==> src/rtl/uart_tx_periph.sv <==
// uart_tx_periph
// Memory-mapped 8N1 UART transmitter for the unicycle RISC-V core data port.
// Stores to DATA fill a small TX FIFO; a shifter FSM drains it onto tx at a
// programmable bit period. Loads are combinational so a single-cycle core
// can complete them in the same cycle.
//
// Ports:
//   clk    - single clock, rising edge
//   rst    - asynchronous reset, active low
//   sel    - peripheral select from core address decode
//   we     - 1 = store, 0 = load (qualified by sel)
//   addr   - byte offset; [3:2] picks DATA/STATUS/CTRL/DIV, [1:0] ignored
//   wdata  - store data
//   rdata  - load data, combinational, 0 when sel=0
//   tx     - serial output, idle high, registered
//   irq    - level interrupt (irq_en & empty & !busy), registered
module uart_tx_periph #(
  parameter int W       = 32,
  parameter int DIV_RST = 434,
  parameter int DEPTH   = 4
) (
  input  logic         clk,
  input  logic         rst,
  input  logic         sel,
  input  logic         we,
  input  logic [3:0]   addr,
  input  logic [W-1:0] wdata,
  output logic [W-1:0] rdata,
  output logic         tx,
  output logic         irq
);

  localparam int AW = (DEPTH > 1) ? $clog2(DEPTH) : 1;
  localparam int CW = $clog2(DEPTH) + 1;

  typedef enum logic [1:0] {
    S_IDLE  = 2'd0,
    S_START = 2'd1,
    S_DATA  = 2'd2,
    S_STOP  = 2'd3
  } state_t;

  // Control/status registers
  logic          r_en;
  logic          r_irq_en;
  logic [15:0]   r_div;
  logic          r_ovf;
  logic          r_irq;

  // FIFO
  logic [7:0]    r_fifo [DEPTH];
  logic [AW-1:0] r_wptr;
  logic [AW-1:0] r_rptr;
  logic [CW-1:0] r_count;

  // Shifter
  state_t        r_state;
  logic [15:0]   r_cnt;
  logic [15:0]   r_bitper;
  logic [2:0]    r_bitidx;
  logic [7:0]    r_shift;
  logic          r_tx;

  // Next-state values from the shifter FSM
  state_t        w_state_nxt;
  logic [15:0]   w_cnt_nxt;
  logic [15:0]   w_bitper_nxt;
  logic [2:0]    w_bitidx_nxt;
  logic [7:0]    w_shift_nxt;
  logic          w_tx_nxt;
  logic          w_pop;

  logic          w_full;
  logic          w_empty;
  logic          w_busy;
  logic          w_wr;
  logic          w_wr_data;
  logic          w_push_ok;
  logic          w_bit_end;
  logic          w_can_pop;
  logic [15:0]   w_div_wr;
  logic [7:0]    w_head;
  logic          w_unused_ok;

  assign w_full    = (r_count == CW'(DEPTH));
  assign w_empty   = (r_count == '0);
  assign w_busy    = (r_state != S_IDLE);
  assign w_wr      = sel & we;
  assign w_wr_data = w_wr & (addr[3:2] == 2'd0);
  // A full FIFO still accepts a push when the shifter pops in the same cycle.
  assign w_push_ok = w_wr_data & (~w_full | w_pop);
  assign w_bit_end = (r_cnt == (r_bitper - 16'd1));
  assign w_can_pop = r_en & ~w_empty;
  assign w_div_wr  = (wdata[15:0] == 16'd0) ? 16'd1 : wdata[15:0];
  assign w_head    = r_fifo[r_rptr];
  assign w_unused_ok = &{1'b0, addr[1:0], wdata[W-1:16]};

  assign tx  = r_tx;
  assign irq = r_irq;

  // Register reads: STATUS shows registered state only
  always_comb begin
    rdata = '0;
    if (sel) begin
      case (addr[3:2])
        2'd1: begin
          rdata[0]   = w_full;
          rdata[1]   = w_empty;
          rdata[2]   = w_busy;
          rdata[3]   = r_ovf;
          rdata[6:4] = 3'(r_count);
        end
        2'd2:    rdata[1:0]  = {r_irq_en, r_en};
        2'd3:    rdata[15:0] = r_div;
        default: rdata = '0;
      endcase
    end
  end

  // Register file and FIFO bookkeeping
  always_ff @(posedge clk or negedge rst) begin
    if (!rst) begin
      r_en     <= 1'b0;
      r_irq_en <= 1'b0;
      r_div    <= 16'(DIV_RST);
      r_ovf    <= 1'b0;
      r_irq    <= 1'b0;
      r_wptr   <= '0;
      r_rptr   <= '0;
      r_count  <= '0;
    end else begin
      if (w_wr && addr[3:2] == 2'd2) begin
        r_en     <= wdata[0];
        r_irq_en <= wdata[1];
      end
      if (w_wr && addr[3:2] == 2'd3) r_div <= w_div_wr;

      if (w_wr_data && !w_push_ok)                   r_ovf <= 1'b1;
      else if (w_wr && addr[3:2] == 2'd1 && wdata[3]) r_ovf <= 1'b0;

      if (w_push_ok) r_wptr <= r_wptr + 1'b1;
      if (w_pop)     r_rptr <= r_rptr + 1'b1;
      case ({w_push_ok, w_pop})
        2'b10:   r_count <= r_count + 1'b1;
        2'b01:   r_count <= r_count - 1'b1;
        default: r_count <= r_count;
      endcase

      r_irq <= r_irq_en & w_empty & ~w_busy;
    end
  end

  // FIFO storage carries no reset; occupancy is tracked by r_count
  always_ff @(posedge clk) begin
    if (w_push_ok) r_fifo[r_wptr] <= wdata[7:0];
  end

  // Shifter state register
  always_ff @(posedge clk or negedge rst) begin
    if (!rst) begin
      r_state  <= S_IDLE;
      r_cnt    <= '0;
      r_bitper <= 16'd1;
      r_bitidx <= '0;
      r_shift  <= '0;
      r_tx     <= 1'b1;
    end else begin
      r_state  <= w_state_nxt;
      r_cnt    <= w_cnt_nxt;
      r_bitper <= w_bitper_nxt;
      r_bitidx <= w_bitidx_nxt;
      r_shift  <= w_shift_nxt;
      r_tx     <= w_tx_nxt;
    end
  end

  // Shifter next-state: tx is registered, so each transition sets the level
  // for the bit that starts at that edge.
  always_comb begin
    w_state_nxt  = r_state;
    w_cnt_nxt    = r_cnt + 16'd1;
    w_bitper_nxt = r_bitper;
    w_bitidx_nxt = r_bitidx;
    w_shift_nxt  = r_shift;
    w_tx_nxt     = r_tx;
    w_pop        = 1'b0;
    case (r_state)
      S_IDLE: begin
        w_cnt_nxt = '0;
        w_tx_nxt  = 1'b1;
        if (w_can_pop) begin
          w_pop        = 1'b1;
          w_shift_nxt  = w_head;
          w_bitper_nxt = r_div;
          w_tx_nxt     = 1'b0;
          w_state_nxt  = S_START;
        end
      end
      S_START: begin
        if (w_bit_end) begin
          w_cnt_nxt    = '0;
          w_bitidx_nxt = '0;
          w_tx_nxt     = r_shift[0];
          w_state_nxt  = S_DATA;
        end
      end
      S_DATA: begin
        if (w_bit_end) begin
          w_cnt_nxt = '0;
          if (r_bitidx == 3'd7) begin
            w_tx_nxt    = 1'b1;
            w_state_nxt = S_STOP;
          end else begin
            w_bitidx_nxt = r_bitidx + 3'd1;
            w_shift_nxt  = {1'b0, r_shift[7:1]};
            w_tx_nxt     = r_shift[1];
          end
        end
      end
      S_STOP: begin
        if (w_bit_end) begin
          w_cnt_nxt = '0;
          // Chain straight into the next start bit to avoid an idle gap
          if (w_can_pop) begin
            w_pop        = 1'b1;
            w_shift_nxt  = w_head;
            w_bitper_nxt = r_div;
            w_tx_nxt     = 1'b0;
            w_state_nxt  = S_START;
          end else begin
            w_state_nxt  = S_IDLE;
          end
        end
      end
      default: w_state_nxt = S_IDLE;
    endcase
  end

endmodule
==> config.mk <==
export PLATFORM = sky130hd
export DESIGN_NAME = uart_tx_periph
export DESIGN_NICKNAME = d
export VERILOG_FILES = /design/src/rtl/uart_tx_periph.sv
export SDC_FILE = /design/constraint.sdc
export NUM_CORES = 1
export LEC_CHECK = 0
export ABC_AREA = 0
export CORE_MARGIN = 10
export CORE_UTILIZATION = 60
export CTS_BUF_LIST = sky130_fd_sc_hd__clkbuf_16
export DETAILED_ROUTE_END_ITERATION = 8
export PLACE_DENSITY = 0.86
export SYNTH_ARGS = -nofsm -noshare
export SYNTH_HDL_FRONTEND = slang
export SYNTH_SLANG_ARGS = --single-unit
==> constraint.sdc <==
create_clock -name clk -period 8.3 [get_ports clk]
set_clock_uncertainty 0.1 [all_clocks]
set_input_delay 2.075 -clock clk [delete_from_list [all_inputs] [get_ports clk]]
set_output_delay 2.075 -clock clk [all_outputs]
set_load 0.05 [all_outputs]
== Yosys cells after proc, flatten, opt, wreduce, memory -nomap -nowiden ==
Memory sizes are Yosys's and may differ from the RTL's.
Cells that the tools add are included.
Word-level totals
  register bits: 73
  bits in writable memories: 32
  memories kept: 1
Memory list
  r_fifo: words 4, width 8, read ports 1, clocked after memory_dff 0, write ports 1, line 51  | logic [7:0] r_fifo [DEPTH];
Cells by class
  add/subtract/negate cells: 7
  equality and inequality tests: 18
  mux-type cells: 41
  bitwise gates (word level): 10
  reduce and logical (&&, ||, !) cells: 22
Operators by type and width (number)
  $mux 16: 5
  $pmux 16 s2: 2
  $mux 8: 4
  $pmux 8 s3: 1
  $add 16x1->16 const B: 1
  $eq 16x16->1: 1
  $logic_not 16->1: 1
  $sub 16x1->16 const B: 1
  $ne 2x2->1 const B: 7
  $mux 1: 13
  $pmux 3 s2: 2
  $reduce_and 4->1: 3
  $eq 2x2->1 const B: 5
  $mux 2: 5
  $pmux 5 s2: 1
  $reduce_bool 2->1: 5
  $mux 3: 3
  $mux 9: 1
  $pmux 2 s4: 1
  $add 3x1->3 const B: 2
  $and 1x1->1: 6
  $eq 2x1->1 const B: 3
  $eq 3x3->1 const B: 2
  $pmux 2 s3: 1
  other kinds (14): 22

== Depth between registers and ports, before layout ==
  depth after elaboration: 11
  depth in mapped cells: 14

== Worst setup path before layout ==
No wires, ideal clock.
  path type: input port to output port
  from: in addr[3]
  to: out rdata[0]
  data arrival time: 3.312 ns
  path slack: 2.813 ns
  stages on the path: 4
  path through: clkbuf_1 -> nor2b_1 -> a22oi_1 -> nor2b_1
Between the ends
  longest elaborated chain between the ends: 3
Ends and longest elaborated chain
  start: declaration: line 26  | input logic [3:0] addr,
  $eq 2x2->1 / $eq 2x1->1 (equally long branches): line 105  | case (addr[3:2])
  $pmux 2 s3 (*): line 105
  $mux 16 (*): line 104  | if (sel) begin
  end: declaration: line 28  | output logic [W-1:0] rdata,
Every way passes the cells marked *; elsewhere a longest branch is shown, timed or not.

== Worst setup path in the final report ==
  from: in addr[3]
  to: out rdata[10]
Between the ends
  longest elaborated chain between the ends: 3
Ends and longest elaborated chain (line)
  $eq 2x2->1: 105
  $mux 9: 105
  $mux 16: 104
No other way between the ends.

==> impl_metrics.ini <==
[run_status]
outcome = finished, final reports clean

[power_and_ir_drop]
ir_worst_vdd_mv = 0.164
p_int_uw = 1280
power_frac_seq_pct = 40.1
p_per_area_nw_per_um2 = 323
netSwitchingFraction_pct = 36.2
p_leak_uw = 0.00257
clkPwrFrac_pct = 22.8
p_sw_uw = 727
pwr-share-comb_pct = 37.0

[placement]
io_buffers = 39
gp_routability_congestion = 0.837
placed_cell_area_sq_um = 5880
placed_cells = 585
hpwlAfterDp_um = 8230

[setup_path]
path_max_fanout = 12
timing.reg2reg.setup_slack_ns = 3.79
worstRegToRegCells = 13
endpoint_kind = output port
r2r_end = r_count[2]$_DFFE_PN0P_
cpMostUsedCell = clkdlybuf4s50_1
r2r_start = r_bitper[1]$_DFFE_PN0P_
setup.worst_path.class = in2out
start_kind = input port
crit_slowest_cell = clkdlybuf4s50_1
required_ns = 6.12
max_stage_delay_ns = 0.84
worstPathCellList = clkdlybuf4s50_1, and3_1, and2_1, clkdlybuf4s50_1
worst-endpoint-arrival_ns = 4.31

[route]
wl_met2_um = 5590
wl_met3_um = 657
top_layer_used = met4
via_per_inst = 5.94
wirelength_um = 11600
drtIter0Drc = 206
drt-met1-wl_um = 5100
drc = 0
first_pass_iters = 4
vias = 3571
wl_per_cell_um = 19.2
ant_nets = 0

[logic_synthesis]
ys_seq_elements = 105
netlist_area_sq_um = 5520
synth-edff-count = 32
synthArstFlopShare_pct = 69.5
synth_ff_type = dfrtp_1
synth.distinct_cells = 60
ys_seq_area_share_pct = 50.7
yosys_warnings = 0
synth_area_per_cell_sq_um = 12.1
synth_cells = 456

[floorplan]
die-area_sq_um = 13400
io_pins = 74
start_util_pct = 62.4
dieWidth_um = 116
std_cell_rows = 34
core-area_sq_um = 8850
die_h_um = 116

[global_route]
grt_overflow = 0
grt_pass1_wl_um = 18700
antenna_found_initial = 0
grt_pass1_vias = 3598
grt.total_usage_pct = 17.7
grt_max_degree = 74

[layout]
n_fill_cell = 574
fin_util_pct = 70.2
multiInputGateArea_sq_um = 2480
design_area_sq_um = 6210
instances_no_fill = 601
syn_to_final_growth_pct = 12.6
fin_nets = 543
diodes = 0
register_area_sq_um = 2800
final_layout_size_suffix_gt1_share_pct = 18.9

[clock_tree]
clock_sinks = 105
cts_tree = built
worstSkewPairLatency_ns = 0.35
root_buffer = clkbuf_16
cts.reportedPaths.clkPinSlew_ns = 0.07
postCtsHoldBufs = 0
ctsResizeCount = 0
post-cts-setup-buffer-count = 0
numCtsBuffers = 9
clock_path_buffers = 2
cts_max_level = 3

[run]
maxCapViolCount = 0

[sta]
timing.setup.tns_ns = 0
hold_viol_final = 0
worstMarginPinSlew_ns = 0.935
min_period_ns = 6.48
setup_viol = 0
grt_setup_unrepaired = no
fin_crit_sh_pct = 78.1
slew_violations = 0
fmax_ghz = 0.154
slew_headroom_pct = 37.7

[hold_path]
hp-class = reg2reg
min-delay-start = tx$_DFFE_PN1P_
holdPathEnd = tx$_DFFE_PN1P_
min_path_cells = 2
## metrics by stage
stage                     setup slack (ns)  hold slack (ns)  power, uW
final                                 1.82            0.371       2010
after CTS                             1.81            0.375       2010
after global routing                  1.74            0.406       2120
after global placement                1.89            0.361       1510
after floorplan                       2.81            0.362       1390
after detailed placement              1.85            0.358       1550
## critical path, delay by kind of cell
kind / cells / cell delay [ns]
buf+inv: 2 / 1.60
simple gates: 2 / 0.63
## registers in the layout, summed over array words and instances, names as in the netlist
name,flops
r_ovf,1
r_rptr,2
r_count,3
r_wptr,2
r_bitper,16
r_en,1
r_bitidx,3
r_irq_en,1
r_fifo,32
irq,1
tx,1
r_div,16
r_state,2
r_cnt,16
r_shift,8
## cell usage in the layout, fill, tap and decap left out, types with 16 or more instances in the layout
master           synthesis  final
dfrtp_1                 66     66
xnor2_1                 22     22
edfxtp_1                32     32
nor2_1                  40     40
conb_1                   1     16
mux2_2                  40     40
xor2_1                  19     19
inv_1                   20     20
clkdlybuf4s50_1          0     38
nand2_1                 19     19
## how the worst max path moves through the flow
stage          slack [ns]  cells after the start        end     from
4_1_cts              1.81                      4  rdata[10]  addr[3]
3_5_place_dp         1.85                      4  rdata[14]  addr[3]
3_3_place_gp         1.89                      4   rdata[7]  addr[3]
5_1_grt              1.74                      4  rdata[10]  addr[3]
2_1_floorplan        2.81                      4   rdata[0]  addr[3]
6_report             1.82                      4  rdata[10]  addr[3]
## cells in the mapped netlist (2+ instances only)
master	instances	area share (%)
dfrtp_1	66	30
mux2_2	40	8.2
nor2_1	40	2.7
edfxtp_1	32	17
xnor2_1	22	3.5
inv_1	20	1.4
nand2_1	19	1.3
xor2_1	19	3.0
buf_4	16	2.2
ha_1	14	3.2
clkbuf_1	11	0.75
nand3_1	11	1.0
mux2_4	10	2.7
mux2i_1	10	1.8
and2_1	9	1.0
o21ai_0	9	0.82
mux4_2	8	3.3
nor4_1	8	0.91
and3_1	7	0.79
dfstp_2	7	3.3
nor3_1	7	0.63
a21oi_1	6	0.54
a22o_1	5	0.79
nor2b_1	5	0.57
nand2b_1	4	0.45
or3_1	4	0.45
buf_1	3	0.20
buf_6	3	0.61
or2_2	3	0.34
a21oi_2	2	0.32
a22oi_1	2	0.27
a41oi_1	2	0.32
nand3b_1	2	0.27
o22ai_1	2	0.23
o31ai_1	2	0.27
or4_1	2	0.27
## power groups by stage
stage	Clock (uW)	Sequential, uW	Combinational, uW
6_report	459	807	744
5_1_grt	483	827	812
4_1_cts	464	804	744
3_5_place_dp	0	813	734
3_3_place_gp	0	804	703
2_1_floorplan	0	756	638
## cells by family (layout without fill, tap and decap cells)
family / count (synthesis) / in the layout / synth area share, %
buffers and inverters: 54 / 76 / 5.37
DFF: 105 / 105 / 50.7
xor gates and xnor gates: 41 / 41 / 6.51
and+or+nand+nor: 129 / 129 / 12.1
adders and majority gates: 15 / 15 / 3.54
AOI/OAI and AO/OA: 42 / 42 / 5.62
muxes: 69 / 69 / 16.2
other: 1 / 16 / 0.0679
## area by class of cell
class                           count  share of cell area [%]
Sequential cell                   105                    45.0
Multi-Input combinational cell    312                    39.9
Timing Repair Buffer               40                    6.32
Clock buffer                        9                    3.62
Tap cell                          108                    2.17
Clock inverter                      7                    1.73
Inverter                           20                    1.21
## metal layers
| metal | up-vias | global-route usage [%] |
|---|---|---|
| li1 | 1642 | - |
| met1 | 1771 | 22.4 |
| met3 | 20 | 3.93 |
| met2 | 138 | 29.5 |
| met5 | - | 0 |
| met4 | 0 | 6.26 |
Note: power is estimated with default switching activity, not from simulation.
